===== src/rtl/mul_arb_pkg.sv =====
// Shared types and helpers for the arbitrated iterative multiplier.
// Holds the FSM state encoding, default width constants and the
// round-robin winner search used by mul_arb_ctrl.
package mul_arb_pkg;

   // Default operand width and the product/accumulator widths derived from it.
   // Each instance derives its own widths from its SZin parameter.
   localparam int unsigned SZIN_DEF = 8;
   localparam int unsigned PW       = 2 * SZIN_DEF - 1;
   localparam int unsigned ACCW     = 2 * SZIN_DEF;

   typedef enum logic [1:0] {
      S_IDLE = 2'd0,
      S_RUN  = 2'd1,
      S_DONE = 2'd2
   } state_e;

   // Round-robin pick: search starts at ptr+1 and ascends with wrap-around, so
   // ptr itself has the lowest priority. Scanning from the far end toward ptr+1
   // lets the nearest set request overwrite the others. Supports up to 16
   // requesters; the caller guarantees req != 0 when the result is used.
   function automatic logic [3:0] rr_next(input logic [15:0] req,
                                          input logic [3:0]  ptr,
                                          input int          nreq);
      logic [3:0] win;
      int         idx;
      win = ptr;
      for (int k = 16; k >= 1; k--) begin
         if (k <= nreq) begin
            idx = int'(ptr) + k;
            if (idx >= nreq) idx = idx - nreq;
            if (req[idx[3:0]]) win = idx[3:0];
         end
      end
      return win;
   endfunction

endpackage


===== src/rtl/mul_seq_core.sv =====
// Iterative shift-add two's-complement multiplier.
// A start pulse captures both operands. SZ step cycles follow, consuming one
// bit of b per cycle, LSB first. The final step subtracts instead of adding
// because b's MSB carries negative weight. done/prod are valid combinationally
// during the last step cycle, so the caller can register them on that edge.
module mul_seq_core
   import mul_arb_pkg::*;
#(
   parameter int SZ = 8
)(
   input  logic            clk,
   input  logic            nres,
   input  logic            start,
   input  logic [SZ-1:0]   a,
   input  logic [SZ-1:0]   b,
   output logic            done,
   output logic [2*SZ-2:0] prod
);

   localparam int ACW = 2 * SZ;
   localparam int PWL = 2 * SZ - 1;
   localparam int CW  = (SZ > 1) ? $clog2(SZ) : 1;

   logic [SZ-1:0]         a_q;
   logic [SZ-1:0]         b_q;
   logic signed [ACW-1:0] acc_q;
   logic signed [ACW-1:0] acc_d;
   logic signed [ACW-1:0] a_ext;
   logic signed [ACW-1:0] a_shf;
   logic [CW-1:0]         cnt_q;
   logic                  run_q;
   logic                  is_msb;
   logic                  wrap;

   assign is_msb = (cnt_q == CW'(SZ - 1));
   assign done   = run_q && is_msb;

   // One partial-product step: add the shifted multiplicand for ordinary bits,
   // subtract it for the sign bit of b.
   always_comb begin
      // NOTE: every variable gets a default before any branch, so no path leaves it unassigned and no latch is inferred.
      a_ext = {{SZ{a_q[SZ-1]}}, a_q};
      a_shf = a_ext << cnt_q;
      acc_d = acc_q;
      if (b_q[cnt_q]) begin
         acc_d = is_msb ? (acc_q - a_shf) : (acc_q + a_shf);
      end
   end

   // Only (-2^(SZ-1))^2 leaves the PWL-bit signed range; it shows up as the two
   // top accumulator bits disagreeing. That product is reported as 0 rather than
   // as the raw low slice, which would read back as the most negative value.
   assign wrap = acc_d[ACW-1] ^ acc_d[ACW-2];
   assign prod = wrap ? '0 : acc_d[PWL-1:0];

   // Operand capture, accumulator and bit counter.
   always_ff @(posedge clk or negedge nres) begin
      // NOTE: state is updated with non-blocking assignments so every register samples pre-edge values.
      if (!nres) begin
         a_q   <= '0;
         b_q   <= '0;
         acc_q <= '0;
         cnt_q <= '0;
         run_q <= 1'b0;
      end else if (start) begin
         a_q   <= a;
         b_q   <= b;
         acc_q <= '0;
         cnt_q <= '0;
         run_q <= 1'b1;
      end else if (run_q) begin
         acc_q <= acc_d;
         cnt_q <= cnt_q + CW'(1);
         if (is_msb) run_q <= 1'b0;
      end
   end

endmodule


===== src/rtl/mul_arb_ctrl.sv =====
// Round-robin arbiter and sequencer that shares one iterative signed
// multiplier among NREQ requesters. The arbiter grants one requester at a
// time, runs SZin multiply steps, and then returns the product tagged with the
// owner's index.
// Optional build macro MUL_ARB_OVF_EN adds the rsp_ovf output. rsp_ovf flags
// the single unrepresentable product, (-2^(SZin-1)) * (-2^(SZin-1)).
module mul_arb_ctrl
   import mul_arb_pkg::*;
#(
   parameter int SZin = 8,
   parameter int NREQ = 4,
   parameter int IDW  = 2
)(
   input  logic                 clk,
   input  logic                 nres,
   input  logic [NREQ-1:0]      req,
   input  logic [NREQ*SZin-1:0] op_a,
   input  logic [NREQ*SZin-1:0] op_b,
   output logic [NREQ-1:0]      gnt,
   output logic                 busy,
   output logic                 rsp_valid,
   output logic [IDW-1:0]       rsp_id,
   output logic [2*SZin-2:0]    rsp_data
`ifdef MUL_ARB_OVF_EN
   ,
   output logic                 rsp_ovf
`endif
);

   state_e              state_q;
   state_e              state_d;
   logic                start;
   logic [IDW-1:0]      win;
   logic [IDW-1:0]      ptr_q;
   logic [IDW-1:0]      id_q;
   logic [SZin-1:0]     sel_a;
   logic [SZin-1:0]     sel_b;
   logic                core_done;
   logic [2*SZin-2:0]   core_prod;

   // The winner is computed every cycle but used only on the capture edge.
   assign win   = IDW'(rr_next(16'(req), 4'(ptr_q), NREQ));
   assign sel_a = op_a[win*SZin +: SZin];
   assign sel_b = op_b[win*SZin +: SZin];
   assign busy  = (state_q != S_IDLE);

   mul_seq_core #(.SZ(SZin)) u_core (
      .clk   (clk),
      .nres  (nres),
      .start (start),
      .a     (sel_a),
      .b     (sel_b),
      .done  (core_done),
      .prod  (core_prod)
   );

   // FSM state register.
   always_ff @(posedge clk or negedge nres) begin
      if (!nres) state_q <= S_IDLE;
      else       state_q <= state_d;
   end

   // Next-state logic. Requests are looked at only in IDLE, so a level held
   // through RUN/DONE counts as a fresh request once back in IDLE.
   always_comb begin
      state_d = state_q;
      start   = 1'b0;
      unique case (state_q)
         S_IDLE: begin
            if (|req) begin
               start   = 1'b1;
               state_d = S_RUN;
            end
         end
         S_RUN: begin
            if (core_done) state_d = S_DONE;
         end
         S_DONE:  state_d = S_IDLE;
         default: state_d = S_IDLE;
      endcase
   end

   // Grant pulse, rotation pointer, owner id and the held response registers.
   // The pointer resets to NREQ-1 so requester 0 wins the first arbitration.
   always_ff @(posedge clk or negedge nres) begin
      if (!nres) begin
         gnt       <= '0;
         rsp_valid <= 1'b0;
         rsp_id    <= '0;
         rsp_data  <= '0;
         ptr_q     <= IDW'(NREQ - 1);
         id_q      <= '0;
      end else begin
         gnt       <= '0;
         rsp_valid <= 1'b0;
         if (start) begin
            gnt   <= NREQ'(1) << win;
            ptr_q <= win;
            id_q  <= win;
         end
         if (core_done) begin
            rsp_valid <= 1'b1;
            rsp_id    <= id_q;
            rsp_data  <= core_prod;
         end
      end
   end

`ifdef MUL_ARB_OVF_EN
   localparam logic [SZin-1:0] MOST_NEG = {1'b1, {(SZin-1){1'b0}}};

   logic ovf_cap;

   // Overflow flag: decided from the captured operands and published with rsp_data.
   always_ff @(posedge clk or negedge nres) begin
      if (!nres) begin
         ovf_cap <= 1'b0;
         rsp_ovf <= 1'b0;
      end else begin
         if (start)     ovf_cap <= (sel_a == MOST_NEG) && (sel_b == MOST_NEG);
         if (core_done) rsp_ovf <= ovf_cap;
      end
   end
`endif

endmodule


===== config.mk =====
export PLATFORM = sky130hd
export DESIGN_NAME = mul_arb_ctrl
export DESIGN_NICKNAME = d
export VERILOG_FILES = /design/src/rtl/mul_arb_pkg.sv /design/src/rtl/mul_seq_core.sv /design/src/rtl/mul_arb_ctrl.sv
export SDC_FILE = /design/constraint.sdc
export NUM_CORES = 1
export LEC_CHECK = 0
export CAP_MARGIN = 10
export CORE_ASPECT_RATIO = 0.8
export CORE_MARGIN = 2
export CORE_UTILIZATION = 39
export CTS_CLUSTER_DIAMETER = 40
export DETAILED_ROUTE_END_ITERATION = 10
export DONT_BUFFER_PORTS = 1
export SLEW_MARGIN = 10
export SYNTH_ARGS = -nofsm -noshare
export SYNTH_HDL_FRONTEND = slang
export SYNTH_SLANG_ARGS = --single-unit

===== constraint.sdc =====
create_clock -name clk -period 8.57 [get_ports clk]
set_input_delay 1.714 -clock clk [delete_from_list [all_inputs] [get_ports clk]]
set_output_delay 1.714 -clock clk [all_outputs]
set_load 0.02 [all_outputs]

* Word level (Yosys, flattened, before mapping)
Index checks and enable logic that the tools add are counted.
Widths: inputs -> output; s select.
** Word-level totals
- Register bits after elaboration :: 64
- Input bits :: 70
- Output and inout port bits :: 23
- Word-level logic and storage cells :: 82
** Operators by class
- Add/subtract/negate cells :: 11
- $lt $le $gt $ge :: 9
- Eq/ne operators :: 4
- Shift operators :: 4
- Muxes and demuxes :: 35
- Bitwise gates (word level) :: 1
- Reductions and logical operators :: 6
** Operators with widths (count)
- $mux 16 :: 4
- $shiftx 32x6->8 :: 2
- $lt 4x5->1 const B :: 4
- $mux 4 :: 5
- $add 16x16->16 :: 1
- $bmux 1 s4 :: 4
- $shl 16x3->16 :: 1
- $sub 16x16->16 :: 1
- $mux 15 :: 1
- $mux 2 :: 6
- $sub 3x3->4 const B :: 3
- $mux 1 :: 11
- $ge 3x3->1 const B :: 3
- $add 2x2->3 const B :: 2
- $mux 3 :: 2
- $add 2x3->4 const B :: 1
- $ge 4x3->1 const B :: 1
- $lt 3x4->1 const B :: 1
- $ne 2x2->1 const B :: 2
- $pmux 2 s2 :: 1
- $reduce_bool 2->1 :: 2
- $reduce_or 4->1 :: 1
- $shl 1x2->4 const A :: 1
- $sub 4x3->4 const B :: 1
- 9 further kinds :: 9

* Logic depth before layout (Yosys ltp)
Gate-level depths: netlist of run 1.
- Word-level depth :: 11
- Gate-level depth with buffers :: 24
- Gate-level depth less buffers :: 22

* Hierarchy
A second synthesis of run 1 with hierarchy kept.
** Second synthesis, totals
- Cell total of the unflattened synthesis :: 538
- Area, all modules :: 5119.9 um^2
** Modules (own cells, without submodules)
- mul_seq_core :: instances 1, cells each 389, area each 3296.9 um^2, sequential area each 900.9 um^2
- mul_arb_ctrl :: instances 1, cells each 149, area each 1823.0 um^2, sequential area each 703.2 um^2

* Least setup slack after synthesis of run 1
No wires, ideal clock.
- Kind :: reg-to-reg
- From :: register u_core.cnt_q[2]
- To :: register rsp_data[10]
- Setup time :: 0.133 ns
- Arrival :: 4.453 ns
- Data required time :: 8.437 ns
- Path slack :: 3.984 ns
- Cell stages (with the launch flop) :: 21
- Buffers on the path :: 4
- Clock period less this slack :: 4.586 ns
- Path through :: dfrtp_1 -> clkbuf_1 -> buf_1 -> clkbuf_1 -> or2_2 -> ha_1 -> o221a_2 -> nor2_1 -> xor2_1 -> ha_1 -> a2111o_1 -> o2111a_1 -> o211ai_1 -> a31o_2 -> a21o_2 -> a21oi_2 -> xor2_1 -> ha_1 -> nand2b_1 -> clkbuf_1 -> o21ai_0
** Between the ends
- Word-level cells in the longest chain between the ends :: 6
- Elaborated cells between the ends (all ways) :: 11
- Those cells by class :: 2 x add/sub; 1 x eq/ne; 1 x shift; 5 x mux; 1 x bitwise; 1 x reduce/logical
** Ends and longest elaborated chain
- start: declaration :: line mul_seq_core.sv:30 : logic [CW-1:0] cnt_q;
- start signal: assignment :: line mul_seq_core.sv:73 : cnt_q <= cnt_q + CW'(1);
- $shl 16x3->16 :: line mul_seq_core.sv:43 : a_shf = a_ext << cnt_q;
- $add 16x16->16 or $sub 16x16->16 (tied branches) :: line mul_seq_core.sv:46 : acc_d = is_msb ? (acc_q - a_shf) : (acc_q + a_shf);
- $mux 16 :: line mul_seq_core.sv:46
- $mux 16 :: line mul_seq_core.sv:45 : if (b_q[cnt_q]) begin
- $xor 1x1->1 :: line mul_seq_core.sv:53 : assign wrap = acc_d[ACW-1] ^ acc_d[ACW-2];
- $mux 15 :: line mul_seq_core.sv:54 : assign prod = wrap ? '0 : acc_d[PWL-1:0];
- end signal: assignment :: line mul_arb_ctrl.sv:104 : rsp_data <= core_prod;
- end: declaration :: line mul_arb_ctrl.sv:23 : output logic [2*SZin-2:0] rsp_data
Parallel ways exist; a longest one is shown, timed or not. The select of a mux whose other input is x is not followed.
A chain may end at the register's enable or synchronous reset.

* Worst setup path in the final report of run 1
- From :: register u_core.cnt_q[0]
- To :: register rsp_data[12]
The elaborated chain is that of the path after synthesis.

==> metrics.md, run 1 <==
| Metric | Value |
|---|---|
| RSZ-0062 raised after global routing | false |
| Post-cts sizing count | 0 |
| Final Max Tran Viols | 0 |
| CP startpoint kind | register |
| Initial DRC count | around 240 |
| FFs w/ async S/R, synth | between 90% and 100% |
| Synth area leader | dfrtp_1 |
| Detail Route Antenna Nets | 0 |
| Cells after synthesis | about 600 |
| Diode count | 0 |
| DR pass1 iterations | 4 |
| Mapped Area | 0.00491 mm^2 |
| WL per Instance | 15.8 um |
| HP Class | register to register |
| Critical Path End Type | register |
| Sink Count | between 60 and 70 |
| Crit share post-route | 65.1% |
| Core area | ~0.012 mm^2 |
| Final setup fails | 0 |
| Share of layout cells above drive strength 1 | around 8.0% |
| PortBufs | 0 |
| Max incr delay on CP | 0.97 ns |
| Fin crit period | 5.58 ns |
| Outcome | finished, final reports clean |
| Initial core utilization | about 40% |
| Clock-pin transition on the worst setup and hold timing paths | ~0.050 ns |
| Level count of the clock H-tree | 3 |
| Row count | 36 |
| Die height | around 100 um |
| Crit-path cells | mux4_2 -> or2_1 -> or4b_4 -> a21oi_2 -> nor2_1 -> xnor2_1 -> ha_1 -> and3_1 -> o2111a_1 -> o211ai_1 -> a31o_2 -> a21o_2 -> a21oi_2 -> xor2_1 -> ha_1 -> nand2b_1 -> o31ai_1 |
| Fmax | roughly 180 MHz |
| Fin. Hold Viols | 0 |
| EDFF count, synth | 0 |
| First-pass GRT wire length | 20100 um |
| Area contributors post-synth | dfrtp_1 (32%), nand2_1 (10%), ha_1 (6.1%) |
| IO Pins | a little over 90 |
| Inserted Clock Buffers | 9 |
| Post-synthesis sequential area ratio | 32.7% |
| Largest net degree at the start of global routing | 65 |
| Crit Path Max Fanout | 29 |
| Avg Cell Area, Syn | a little over 8 um^2 |
| Routed WL | ~12000 um |
| CP Data Arrival Time | about 5.8 ns |
| CTS tree | done |
| Final HPWL DP | between 8000 and 9000 um |
| Most frequent cells in the layout | nand2_1 (131), dfrtp_1 (62), nor2_1 (51) |
| Crit path max-delay cell type | dfrtp_1 |
| Vias in the first global route | roughly 4100 |
| Total grt overflow | 0 |
| Commonest non-fill, non-tap cell in the layout | nand2_1 |
| Worst clock skew | ~0.0056 ns |
| Max-Cap Viols | 0 |
| Final core occ | between 40% and 50% |
| DRC | 0 |
| WS Path Type | register to register |
| Mapped Nets | just under 700 |
| CTS root buf | clkbuf_16 |
| Clock Path Buffers | 2 |
| Post-CTS Setup Repair Bufs | 0 |
| Horiz. Die Dim | approximately 130 um |
| Area Overhead vs Synth | 8.69% |
| Slew margin rel. | 22.5% |
| Yosys reg bits | 64 |
| Final Wtd Congestion | 0.901 |
| Total track usage | 18.2% |
| Vias | between 4000 and 5000 |
| Ys flop type | dfrtp_1 |
| Worst-margin pin slew | between 1 and 1.5 ns |
| Die ar. | approximately 0.014 mm^2 |
| Distinct cells, synth | a little over 60 |
| Hold buffers post-CTS | 0 |
| Worst-Skew Late Latency | about 0.34 ns |
| Synth top area share | 31.6% |
| Fill count | about 1200 |
| Synth Warn # | 0 |
| Initial antenna violation count | 0 |
| Critical Path RT | between 8 and 9 ns |
| TNS Setup | 0 ns |
| Nets | approximately 670 |
| Vias/cell | approximately 5.6 |
[layer usage]
layer | track usage [%] | vias up | share of wire (%)
li1 | - | 2069 | -
met1 | 25.3 | 1991 | 46
met2 | 28.5 | 102 | 47
met3 | 4.32 | 14 | 5.7
met4 | 4.69 | 0 | 1.2
met5 | 0 | - | 0
[area by class of cell]
class	instances	area, um^2	area share (%)
timing repair buffer	4	30.0	0.562
inverter	18	67.6	1.27
clock inverter	3	65.1	1.22
tap	171	214	4.01
sequential	64	1600	30.0
multi-input combinational	477	3100	58.1
clock buffer	12	256	4.80
[worst max-delay path: cells and delay by family, from the launching register on]
| family | cells | cell delay, ns |
|---|---|---|
| AO/OA/AOI/OAI | 7 | 1.49 |
| XOR/XNOR | 2 | 0.32 |
| adder cells (fa/ha/maj) | 2 | 0.63 |
| flip-flops | 1 | 0.97 |
| multiplexers | 1 | 0.65 |
| AND/OR/NAND/NOR | 5 | 1.40 |
[logic make-up (layout without fill, tap and decap cells)]
family	after synthesis	after routing	synth area share, %
flops	64	64	32.7
compound gates	141	141	20.0
mux	31	31	8.23
xor+xnor	28	28	4.99
simple gates	252	252	22.9
buf+inv	58	37	4.74
fa+ha+maj	25	25	6.52
[path summary, 6_finish.rpt]
check | start | end | slack, ns | depth (start not counted)
hold / removal | id_q[0] | id_q[0] | 0.49 | 2
max in group asynchronous | nres | ptr_q[0] | 7.28 | 0
hold reg to reg | id_q[0] | id_q[0] | 0.49 | 2
setup reg to reg | u_core.cnt_q[0] | rsp_data[12] | 2.99 | 17
min in group asynchronous | nres | rsp_data[5] | 1.07 | 0
setup / recovery | u_core.cnt_q[0] | rsp_data[12] | 2.99 | 17
[synth_stat cells (all sizes together) (3+ instances only)]
master	count
nand2	131
dfrtp	62
nor2	52
a21oi	38
clkbuf	31
o21ai	30
ha	24
mux2i	19
inv	17
o221a	17
nand4	16
xnor2	16
xor2	12
nor2b	11
buf	9
a211oi	8
nand2b	8
a21o	7
a31oi	7
nand3	7
mux2	6
mux4	6
or2	6
and2	5
nor3	5
o211ai	5
a2111oi	4
and3	4
o31ai	4
o21a	3
[metrics by stage]
stage / cells / setup WS [ns] / hold WS, ns / cell area (um^2)
global route: 749 / 2.48 / 0.514 / 5340
global placement: 734 / 3.24 / 0.470 / 5020
floorplan: 599 / 3.98 / 0.444 / 4910
finish: 749 / 2.99 / 0.491 / 5340
detailed placement: 734 / 3.02 / 0.490 / 5020
CTS: 749 / 2.99 / 0.498 / 5340
[registers in the layout, indices dropped and copies added (netlist names)]
register,flops
id_q,2
gnt,4
ptr_q,2
u_core.run_q,1
state_q,2
rsp_data,15
rsp_valid,1
u_core.cnt_q,3
u_core.a_q,8
rsp_id,2
u_core.acc_q,16
u_core.b_q,8
Power of run 1 is left out: the tool's default activity adds up to more than one toggle a clock period on the data nets, which glitch-free logic cannot reach.
==> run 2, diff against run 1 <==
==> constraint.sdc (replaced) <==
create_clock -name clk -period 5.08 [get_ports clk]
set_input_delay 1.016 -clock clk [delete_from_list [all_inputs] [get_ports clk]]
set_output_delay 1.016 -clock clk [all_outputs]
set_load 0.02 [all_outputs]
==> run 2 against run 1 <==
Largest cell class unchanged; sequential cell count unchanged; sequential share of layout area decreased by 0.34 points; highest routed layer unchanged; fmax increased by 19%; critical endpoint is now rsp_data[8].
==> metrics.md, run 2 (synthesis gave the netlist of run 1 again) <==
| Metric | Value |
|---|---|
| Crit Path Max Fanout | 13 (-55%) |
| Initial core utilization | 40.1% (unchanged) |
| First-pass GRT wire length | 20600 um (+2.9%) |
| Layer with the highest usage | met2 |
| CTS root buf | clkbuf_16 |
| CP Data Arrival Time | 4.93 ns (-0.89 ns) |
| Slew margin rel. | 49.3% (+27 points) |
| Die ar. | 0.0135 mm^2 (unchanged) |
| Outcome | finished, final reports clean |
| WL per Instance | 16.1 um (+2.3%) |
| Worst r2r dst | rsp_data[8] |
| Routed WL | 12300 um (+4.1%) |
| Crit path max-delay cell type | mux4_2 |
| Post-cts sizing count | 0 (unchanged) |
| Final setup fails | 0 (unchanged) |
| Fin crit period | 4.70 ns (-0.876 ns) |
| Detail Route Antenna Nets | 0 (unchanged) |
| Vias/cell | 5.56 (-0.32%) |
| Final Wtd Congestion | 0.872 (-3.2%) |
| Final HPWL DP | 9030 um (+5.3%) |
| Sink Count | 64 (unchanged) |
| Worst-margin pin slew | 0.757 ns (-0.403 ns) |
| Row count | 36 (unchanged) |
| Max-Cap Viols | 0 (unchanged) |
| Critical Path RT | 5.31 ns (-3.50 ns) |
| Crit-path cells | mux4_2 -> or2_1 -> or4b_4 -> a21oi_2 -> nor2_1 -> xnor2_1 -> ha_1 -> and3_1 -> o2111a_1 -> o211ai_1 -> a31o_2 -> a21o_2 -> a21oi_2 -> xor2_1 -> ha_1 -> nand2b_4 -> nor2_1 -> a21o_1 |
| Initial antenna violation count | 0 (unchanged) |
| Largest register FFs | 16 (unchanged) |
| HP Class | input pin to asynchronous set/reset pin |
| Vias in the first global route | 4232 (+4.5%) |
| Total track usage | 18.8% (+0.58 points) |
| Worst-Skew Late Latency | 0.33 ns (about the same) |
| Most frequent cells in the layout | nand2_1 (131), dfrtp_1 (61), nor2_1 (51) |
| Diode count | 0 (unchanged) |
| Clock Path Buffers | 2 (unchanged) |
| R2r setup slk | 0.38 ns (-2.61 ns) |
| Nets | 681 (+1.8%) |
| Critical Path End Type | register |
| Min Hold Slack | 0.377 ns (-0.114 ns) |
| Worst path top cell family by delay | compound AO/OA/AOI/OAI gates |
| Clock-pin transition on the worst setup and hold timing paths | 0.06 ns (about the same) |
| DR pass1 iterations | 4 (unchanged) |
| Horiz. Die Dim | 129 um (unchanged) |
| CTS tree | done |
| Largest registers | u_core.acc_q: 16 flops, rsp_data: 15 flops |
| Initial DRC count | 317 (+35%) |
| Fill count | 1217 (-0.98%) |
| Cell Count, Final, Fillers Out | 762 (+1.7%) |
| Critical R2R Launch | u_core.cnt_q[0] |
| CP startpoint kind | register |
| Level count of the clock H-tree | 3 (unchanged) |
| Largest net degree at the start of global routing | 65 (unchanged) |
| Commonest non-fill, non-tap cell in the layout | nand2_1 |
| Multi-input logic area | 0.00311 mm^2 (+0.24%) |
| Fin. Hold Viols | 0 (unchanged) |
| GRT met3 Usage | 4.48% (+0.15 points) |
| Final Max Tran Viols | 0 (unchanged) |
| Met1 GRT Util | 25.6% (+0.26 points) |
| WS Path Type | register to register |
| Worst Reg-to-Reg Cells | 18 (+1) |
| PortBufs | 0 (unchanged) |
| FF/Latch Area | 0.00161 mm^2 (about the same) |
| Most flop-heavy register | u_core.acc_q |
| Vias | 4235 (+1.4%) |
| TNS Setup | 0 ns (unchanged) |
| Core area | 0.0123 mm^2 (unchanged) |
| Worst clock skew | 0.00600 ns (+0.000365 ns) |
| Share of layout cells above drive strength 1 | 9.98% (+2.0 points) |
| Fmax | 213 MHz (+19%) |
| Max incr delay on CP | 0.57 ns (-0.40 ns) |
| Post-CTS Setup Repair Bufs | 0 (unchanged) |
| Total grt overflow | 0 (unchanged) |
| Die height | 104 um (unchanged) |
| Inserted Clock Buffers | 9 (unchanged) |
| Hold buffers post-CTS | 0 (unchanged) |
| Crit share post-route | 92.6% (+27 points) |
| DRC | 0 (unchanged) |
| Area Overhead vs Synth | 10.0% |
| CP bufs+invs | 0 (unchanged) |
| Met2 GRT Util | 29.9% (+1.4 points) |
| Cell count after placement | 745 (+1.5%) |
| RSZ-0062 raised after global routing | false |
| IO Pins | 93 (unchanged) |
run 2: metal layers:
| layer | up-vias | routed length, um |
|---|---|---|
| li1 | 2094 | - |
| met5 | - | 0 |
| met2 | 82 | 5760 |
| met4 | 0 | 125 |
| met3 | 12 | 581 |
| met1 | 2047 | 5820 |
run 2: worst max-delay path by stage:
stage / from / cells after the start / to
floorplan: u_core.cnt_q[2] / 20 / rsp_data[10]
global placement: u_core.cnt_q[0] / 17 / rsp_data[12]
detailed placement: u_core.cnt_q[0] / 17 / rsp_data[13]
CTS: u_core.cnt_q[0] / 17 / rsp_data[13]
global route: u_core.cnt_q[0] / 17 / rsp_data[3]
finish: u_core.cnt_q[0] / 18 / rsp_data[8]
run 2: layout make-up:
| cell class | instances | area share [%] |
|---|---|---|
| clock inverters | 3 | 0.324 |
| flip-flops and latches | 64 | 29.7 |
| clock buffers | 13 | 4.63 |
| repair buffers | 16 | 2.59 |
| inverters | 18 | 1.25 |
| well taps | 171 | 3.96 |
| multi-input cells | 477 | 57.5 |
run 2: metrics by stage:
step	worst slack, ns	instance area (um^2)	util (%)
after floorplan	0.494	4910	-
after global placement	0.231	5100	41.6
after detailed placement	0.0320	5100	41.6
after CTS	0.0142	5370	43.8
after global routing	0.0528	5400	44.1
final	0.376	5400	44.1
Power of run 2 is left out for the same reason.
